**config.mk**
```make
export PLATFORM = sky130hd
export DESIGN_NAME = cam_reg_scheduler
export DESIGN_NICKNAME = d
export VERILOG_FILES = /design/src/rtl/cam_reg_scheduler.sv
export SDC_FILE = /design/constraint.sdc
export NUM_CORES = 1
export LEC_CHECK = 0
export CORE_AREA = 3 3 82 161
export CTS_CLUSTER_DIAMETER = 40
export DETAILED_ROUTE_END_ITERATION = 10
export DIE_AREA = 0 0 85 164
export GPL_TIMING_DRIVEN = 0
export PLACE_DENSITY = 0.73
export SETUP_SLACK_MARGIN = 0.4
export SKIP_CTS_REPAIR_TIMING = 1
export SLEW_MARGIN = 20
export SYNTH_ARGS = -nofsm -noshare
export SYNTH_HDL_FRONTEND = slang
export SYNTH_SLANG_ARGS = --single-unit
```
**constraint.sdc**
```tcl
create_clock -name clk_camera -period 2.55 [get_ports clk_camera]
set_clock_uncertainty 0.1 [all_clocks]
set_input_delay 0.51 -clock clk_camera [delete_from_list [all_inputs] [get_ports clk_camera]]
set_output_delay 0.51 -clock clk_camera [all_outputs]
set_load 0.05 [all_outputs]
```
**src/rtl/cam_reg_scheduler.sv**
```systemverilog
// cam_reg_scheduler: arbitrates OV5640 register writes from the boot ROM
// sequencer and a FIFO-buffered runtime user port onto a single I2C write
// engine. One command is outstanding at a time. After each completion the
// block waits a configurable number of settle cycles before the next grant.
//
// Build option: define CAM_SCHED_ROUND_ROBIN_EN to alternate between init
// and user under contention. Without it, init always wins.
module cam_reg_scheduler #(
    parameter int ADDR_W     = 16,
    parameter int DATA_W     = 8,
    parameter int FIFO_DEPTH = 4,
    parameter int GAP_CYCLES = 2000
) (
    input  logic                          clk_camera,
    input  logic                          sys_rst_camera_n,
    input  logic                          init_valid,
    input  logic [ADDR_W-1:0]             init_addr,
    input  logic [DATA_W-1:0]             init_data,
    output logic                          init_ready,
    input  logic                          user_valid,
    input  logic [ADDR_W-1:0]             user_addr,
    input  logic [DATA_W-1:0]             user_data,
    output logic                          user_ready,
    output logic                          wr_valid,
    output logic [ADDR_W-1:0]             wr_addr,
    output logic [DATA_W-1:0]             wr_data,
    input  logic                          wr_ready,
    input  logic                          wr_done,
    output logic                          busy,
    output logic                          grant_src,
    output logic [$clog2(FIFO_DEPTH):0]   fifo_count
);

    localparam int PTR_W = $clog2(FIFO_DEPTH);
    localparam int CNT_W = PTR_W + 1;
    // Counter only has to hold GAP_CYCLES-1; keep at least one bit.
    localparam int GAP_W = (GAP_CYCLES > 1) ? $clog2(GAP_CYCLES) : 1;
    localparam logic [GAP_W-1:0] GAP_LOAD = GAP_W'((GAP_CYCLES > 0) ? GAP_CYCLES - 1 : 0);

    typedef enum logic [1:0] {
        IDLE      = 2'd0,
        ISSUE     = 2'd1,
        WAIT_DONE = 2'd2,
        GAP       = 2'd3
    } state_t;

    // With no settle gap a completed write returns straight to IDLE.
    localparam state_t DONE_STATE = (GAP_CYCLES == 0) ? IDLE : GAP;

    state_t state;
    state_t next_state;

    logic [ADDR_W-1:0] fifo_addr [FIFO_DEPTH];
    logic [DATA_W-1:0] fifo_data [FIFO_DEPTH];
    logic [PTR_W-1:0]  rd_ptr;
    logic [PTR_W-1:0]  wr_ptr;
    logic              fifo_full;
    logic              fifo_empty;
    logic              push;
    logic              pop;
    logic              grant_init;
    logic              grant_user;
    logic [GAP_W-1:0]  gap_cnt;

    assign fifo_full  = (fifo_count == CNT_W'(FIFO_DEPTH));
    assign fifo_empty = (fifo_count == '0);
    assign user_ready = !fifo_full;
    // A full FIFO refuses a push even when a pop frees a slot this cycle.
    assign push       = user_valid && !fifo_full;
    assign pop        = grant_user;

`ifdef CAM_SCHED_ROUND_ROBIN_EN
    logic last_grant;

    // Remember the most recently granted source so contention alternates.
    always_ff @(posedge clk_camera or negedge sys_rst_camera_n) begin
        // NOTE: sequential state uses non-blocking assignments so every flop samples pre-edge values.
        if (!sys_rst_camera_n) begin
            last_grant <= 1'b0;
        end else if (grant_init) begin
            last_grant <= 1'b0;
        end else if (grant_user) begin
            last_grant <= 1'b1;
        end
    end
`endif

    // Choose which pending requester is granted while IDLE.
    always_comb begin
        // NOTE: defaults first so no path through this block leaves a signal unassigned (no latch).
        grant_init = 1'b0;
        grant_user = 1'b0;
        if (state == IDLE) begin
`ifdef CAM_SCHED_ROUND_ROBIN_EN
            if (init_valid && !fifo_empty) begin
                grant_init = last_grant;
                grant_user = !last_grant;
            end else begin
                grant_init = init_valid;
                grant_user = !fifo_empty;
            end
`else
            grant_init = init_valid;
            grant_user = !init_valid && !fifo_empty;
`endif
        end
    end

    // User FIFO payload storage.
    // NOTE: payload RAM is not reset; validity is carried by the reset pointers and count.
    always_ff @(posedge clk_camera) begin
        if (push) begin
            fifo_addr[wr_ptr] <= user_addr;
            fifo_data[wr_ptr] <= user_data;
        end
    end

    // User FIFO pointers and occupancy; pointers wrap naturally at FIFO_DEPTH.
    always_ff @(posedge clk_camera or negedge sys_rst_camera_n) begin
        if (!sys_rst_camera_n) begin
            wr_ptr     <= '0;
            rd_ptr     <= '0;
            fifo_count <= '0;
        end else begin
            if (push) begin
                wr_ptr <= wr_ptr + 1'b1;
            end
            if (pop) begin
                rd_ptr <= rd_ptr + 1'b1;
            end
            case ({push, pop})
                2'b10:   fifo_count <= fifo_count + 1'b1;
                2'b01:   fifo_count <= fifo_count - 1'b1;
                default: fifo_count <= fifo_count;
            endcase
        end
    end

    // FSM state register.
    always_ff @(posedge clk_camera or negedge sys_rst_camera_n) begin
        if (!sys_rst_camera_n) begin
            state <= IDLE;
        end else begin
            state <= next_state;
        end
    end

    // FSM next-state logic; wr_done only matters in ISSUE and WAIT_DONE.
    always_comb begin
        next_state = state;
        case (state)
            IDLE: begin
                if (grant_init || grant_user) begin
                    next_state = ISSUE;
                end
            end
            ISSUE: begin
                if (wr_ready) begin
                    next_state = wr_done ? DONE_STATE : WAIT_DONE;
                end
            end
            WAIT_DONE: begin
                if (wr_done) begin
                    next_state = DONE_STATE;
                end
            end
            GAP: begin
                if (gap_cnt == '0) begin
                    next_state = IDLE;
                end
            end
            default: next_state = IDLE;
        endcase
    end

    // FSM outputs; the init handshake is masked while reset is asserted.
    always_comb begin
        wr_valid   = (state == ISSUE);
        init_ready = grant_init && sys_rst_camera_n;
    end

    // Command latch, source flag, busy flag and settle counter.
    always_ff @(posedge clk_camera or negedge sys_rst_camera_n) begin
        if (!sys_rst_camera_n) begin
            wr_addr   <= '0;
            wr_data   <= '0;
            grant_src <= 1'b0;
            busy      <= 1'b0;
            gap_cnt   <= '0;
        end else begin
            busy <= (next_state != IDLE);
            if (grant_init) begin
                wr_addr   <= init_addr;
                wr_data   <= init_data;
                grant_src <= 1'b0;
            end else if (grant_user) begin
                wr_addr   <= fifo_addr[rd_ptr];
                wr_data   <= fifo_data[rd_ptr];
                grant_src <= 1'b1;
            end
            if (state != GAP && next_state == GAP) begin
                gap_cnt <= GAP_LOAD;
            end else if (state == GAP && gap_cnt != '0) begin
                gap_cnt <= gap_cnt - 1'b1;
            end
        end
    end

endmodule

```
==> metrics.md <==
| Metric | Value |
|---|---|
| Status | complete, no violations |
| Sequential group share of total power | 0.371 |
| Longest Clk Path Bufs | 2 |
| Reg2Reg Depth | 10 |
| 1st-pass router iterations | 5 |
| Startpoint Class | flop |
| Htree depth | 4 |
| Die W | 85 µm |
| Max cap viols | 0 |
| RR Endpoint | fifo_count[2] |
| Layout cell share with drive strength beyond 1 | 0.211 |
| Register area share after synthesis | 0.705 |
| Drt wl/cell | 19.7 µm |
| Global route total overflow | 0 |
| Number of CTS-inserted buffers | 17 |
| Switching Share | 0.374 |
| Mapped Cells | 381 |
| Post-synth top flop | edfxtp_1 |
| Post-synth top area cell | edfxtp_1 |
| DIE AREA | 13900 µm² |
| Fin crit period | 2.18 ns |
| WP data required | 1.94 ns |
| Final WL | 13100 µm |
| Worst-margin pin slew | 0.897 ns |
| Ys async rst share | 0.324 |
| ANT cells | 0 |
| Total power | 9.29 mW |
| Synth area leaders | edfxtp_1 50%, dfrtp_1 20%, mux4_2 9.5% |
| FF+latch count, synth | 142 |
| Critical path data arrival time | 1.57 ns |
| Final Util | 0.629 |
| Clock share of power | 0.253 |
| Leak pwr | 3.10 nW |
| Hold WC Path Type | in -> async |
| Initial drt markers | 211 |
| R2r setup slk | 0.43 ns |
| CTS Sinks | 142 |
| First-pass GRT wire length | 20400 µm |
| Power per standard cell area | 1210 nW/µm² |
| Initial antenna violation count | 0 |
| Max Clk Rate | 459 MHz |
| Number of synthesized flops with an enable pin | 96 |
| RSZ-0062 raised after global routing | yes |
| Cell internal pwr | 5.81 mW |
| Final Hold Vio Count | 0 |
| Max-slew headroom | 0.400 |
| Setup violations, final | 0 |
| Final Net Count | 564 |
| CTS Root Cell | clkbuf_16 |
| Setup WS pre-CTS | -0.311 ns |
| Setup Crit Path Kind | reg -> out |
| FF-to-FF Start | fifo_count[1] |
| Io pins | 86 |
| Die H | 164 µm |
| Switching power | 3.47 mW |
| Largest net degree at the start of global routing | 31 |
| Tcrit/Tclk final | 0.854 |
| Yosys Warn Count | 0 |
| CP Max Fanout | 5 |
| CTS tree | yes |
| Crit end category | output port |
| Clk_lat worst skew | 0.41 ns |
| HPWL Detailed | 8680 µm |
| # DRC | 0 |
| Synth unique cells | 39 |
| Port buffer count | 85 |
| Aggregate global-route resource usage | 0.196 |
| Vias per Instance | 5.58 |
| Via count | 3698 |
| Top cells by count, synth | 96 x edfxtp_1, 57 x nand2_1, 46 x dfrtp_1, 32 x nor2_1, 25 x a31oi_1 |
| Vias in the first global route | 3981 |
| Global placement routability congestion | 0.797 |
| Synthesized area | 5720 µm² |
| Final Slew Violations | 0 |
| Initial Util | 0.469 |
| FP Rows | 57 |
| Area share of the largest cell type after synthesis | 0.504 |
| Syn_area_per_cell | 15.0 µm² |
| Area delta synth->final | 34.1% |
| Peak VDD IR | 719 µV |
| Syn_nets | 442 |
| Final WS setup | 0.372 ns |
| Comb power frac | 0.376 |
| Core Area | 12200 µm² |
| Routed Antenna Nets | 0 |
| Dominant cell by count in the synthesized netlist | edfxtp_1 |
| Clock transition at path regs | 0.06 ns |
-- final cells by class --
cell class / count / area, µm²
plain buffers: 16 / 81.3
clock buffers: 17 / 425
clock inverters: 15 / 146
fillers: 870 / 4530
inverters: 12 / 57.6
multi-input cells: 211 / 1650
flip-flops and latches: 142 / 4040
well taps: 147 / 184
repair buffers: 103 / 1090
-- placed cells by master, fill, tap and decap left out, drive strengths merged, types with 3 or more instances in the layout --
cell type,Yosys,final
a21oi,4,4
a31oi,25,25
and3,7,7
buf,4,22
clkbuf,12,30
clkdlybuf4s50,0,51
clkinv,1,4
dfrtp,46,46
dlymetal6s2s,0,32
edfxtp,96,96
ha,6,6
inv,11,23
mux4,24,24
nand2,57,57
nor2,32,32
nor2b,3,3
nor3,7,7
nor4,3,3
o21ai,9,9
or3,3,3
xnor2,5,5
-- flip-flops by register name, indices dropped and copies added (netlist names) --
name,cells
state,2
wr_ptr,2
grant_src,1
fifo_count,3
rd_ptr,2
gap_cnt,11
wr_data,8
busy,1
wr_addr,16
fifo_addr,64
fifo_data,32
-- worst max-delay path by stage --
stage / startpoint / to / slack (ns) / cells after the start
detailed placement: init_valid / fifo_count[2] / -0.31 / 11
global placement: sys_rst_camera_n / init_ready / -1.81 / 3
CTS: sys_rst_camera_n / init_ready / -0.28 / 4
finish: state[1] / init_ready / 0.37 / 3
global route: state[1] / init_ready / 0.28 / 3
floorplan: fifo_count[0] / fifo_count[2] / 0.32 / 10
-- metal layers --
| metal | up-vias | global-route usage | share of wire |
|---|---|---|---|
| met2 | 110 | 0.354 | 0.58 |
| met4 | 0 | 0.109 | 0.039 |
| met1 | 1875 | 0.201 | 0.34 |
| met3 | 35 | 0.0502 | 0.040 |
| li1 | 1678 | - | - |
| met5 | - | 0 | 0 |
-- worst max-delay path, cell delays in order, from the launching register on --
cell	delay [ns]
dfrtp_2	0.45
nor2_1	0.14
and3_1	0.15
dlymetal6s2s_1	0.41
-- power groups by stage --
stage	combinational (mW)	clock [mW]	sequential [mW]
global placement	3.31	0	3.46
CTS	3.42	2.38	3.47
global route	3.74	2.50	3.51
floorplan	1.53	0	4.22
finish	3.50	2.35	3.44
detailed placement	3.39	0	3.50
-- through the flow --
stage / instances / hold slack, ns / area (µm²) / TNS [ns]
6_report: 663 / 0.0575 / 7670 / 0
5_1_grt: 663 / 0.0592 / 7670 / 0
4_1_cts: 646 / -0.0318 / 7410 / -0.276
3_5_place_dp: 614 / 0.412 / 6840 / -0.765
3_3_place_gp: 613 / 0.388 / 6820 / -36.85
2_1_floorplan: 381 / 0.114 / 5790 / 0
-- logic make-up after synthesis --
group                      Yosys count  share of synthesized area
DFF                                142                      0.705
xor gates and xnor gates             7                     0.0107
and+or+nand+nor                    124                     0.0987
AOI/OAI and AO/OA                   46                     0.0494
muxes                               27                      0.100
buffers and inverters               28                     0.0193
adders and majority gates            7                     0.0166
Note: power is estimated with default switching activity, not from simulation.
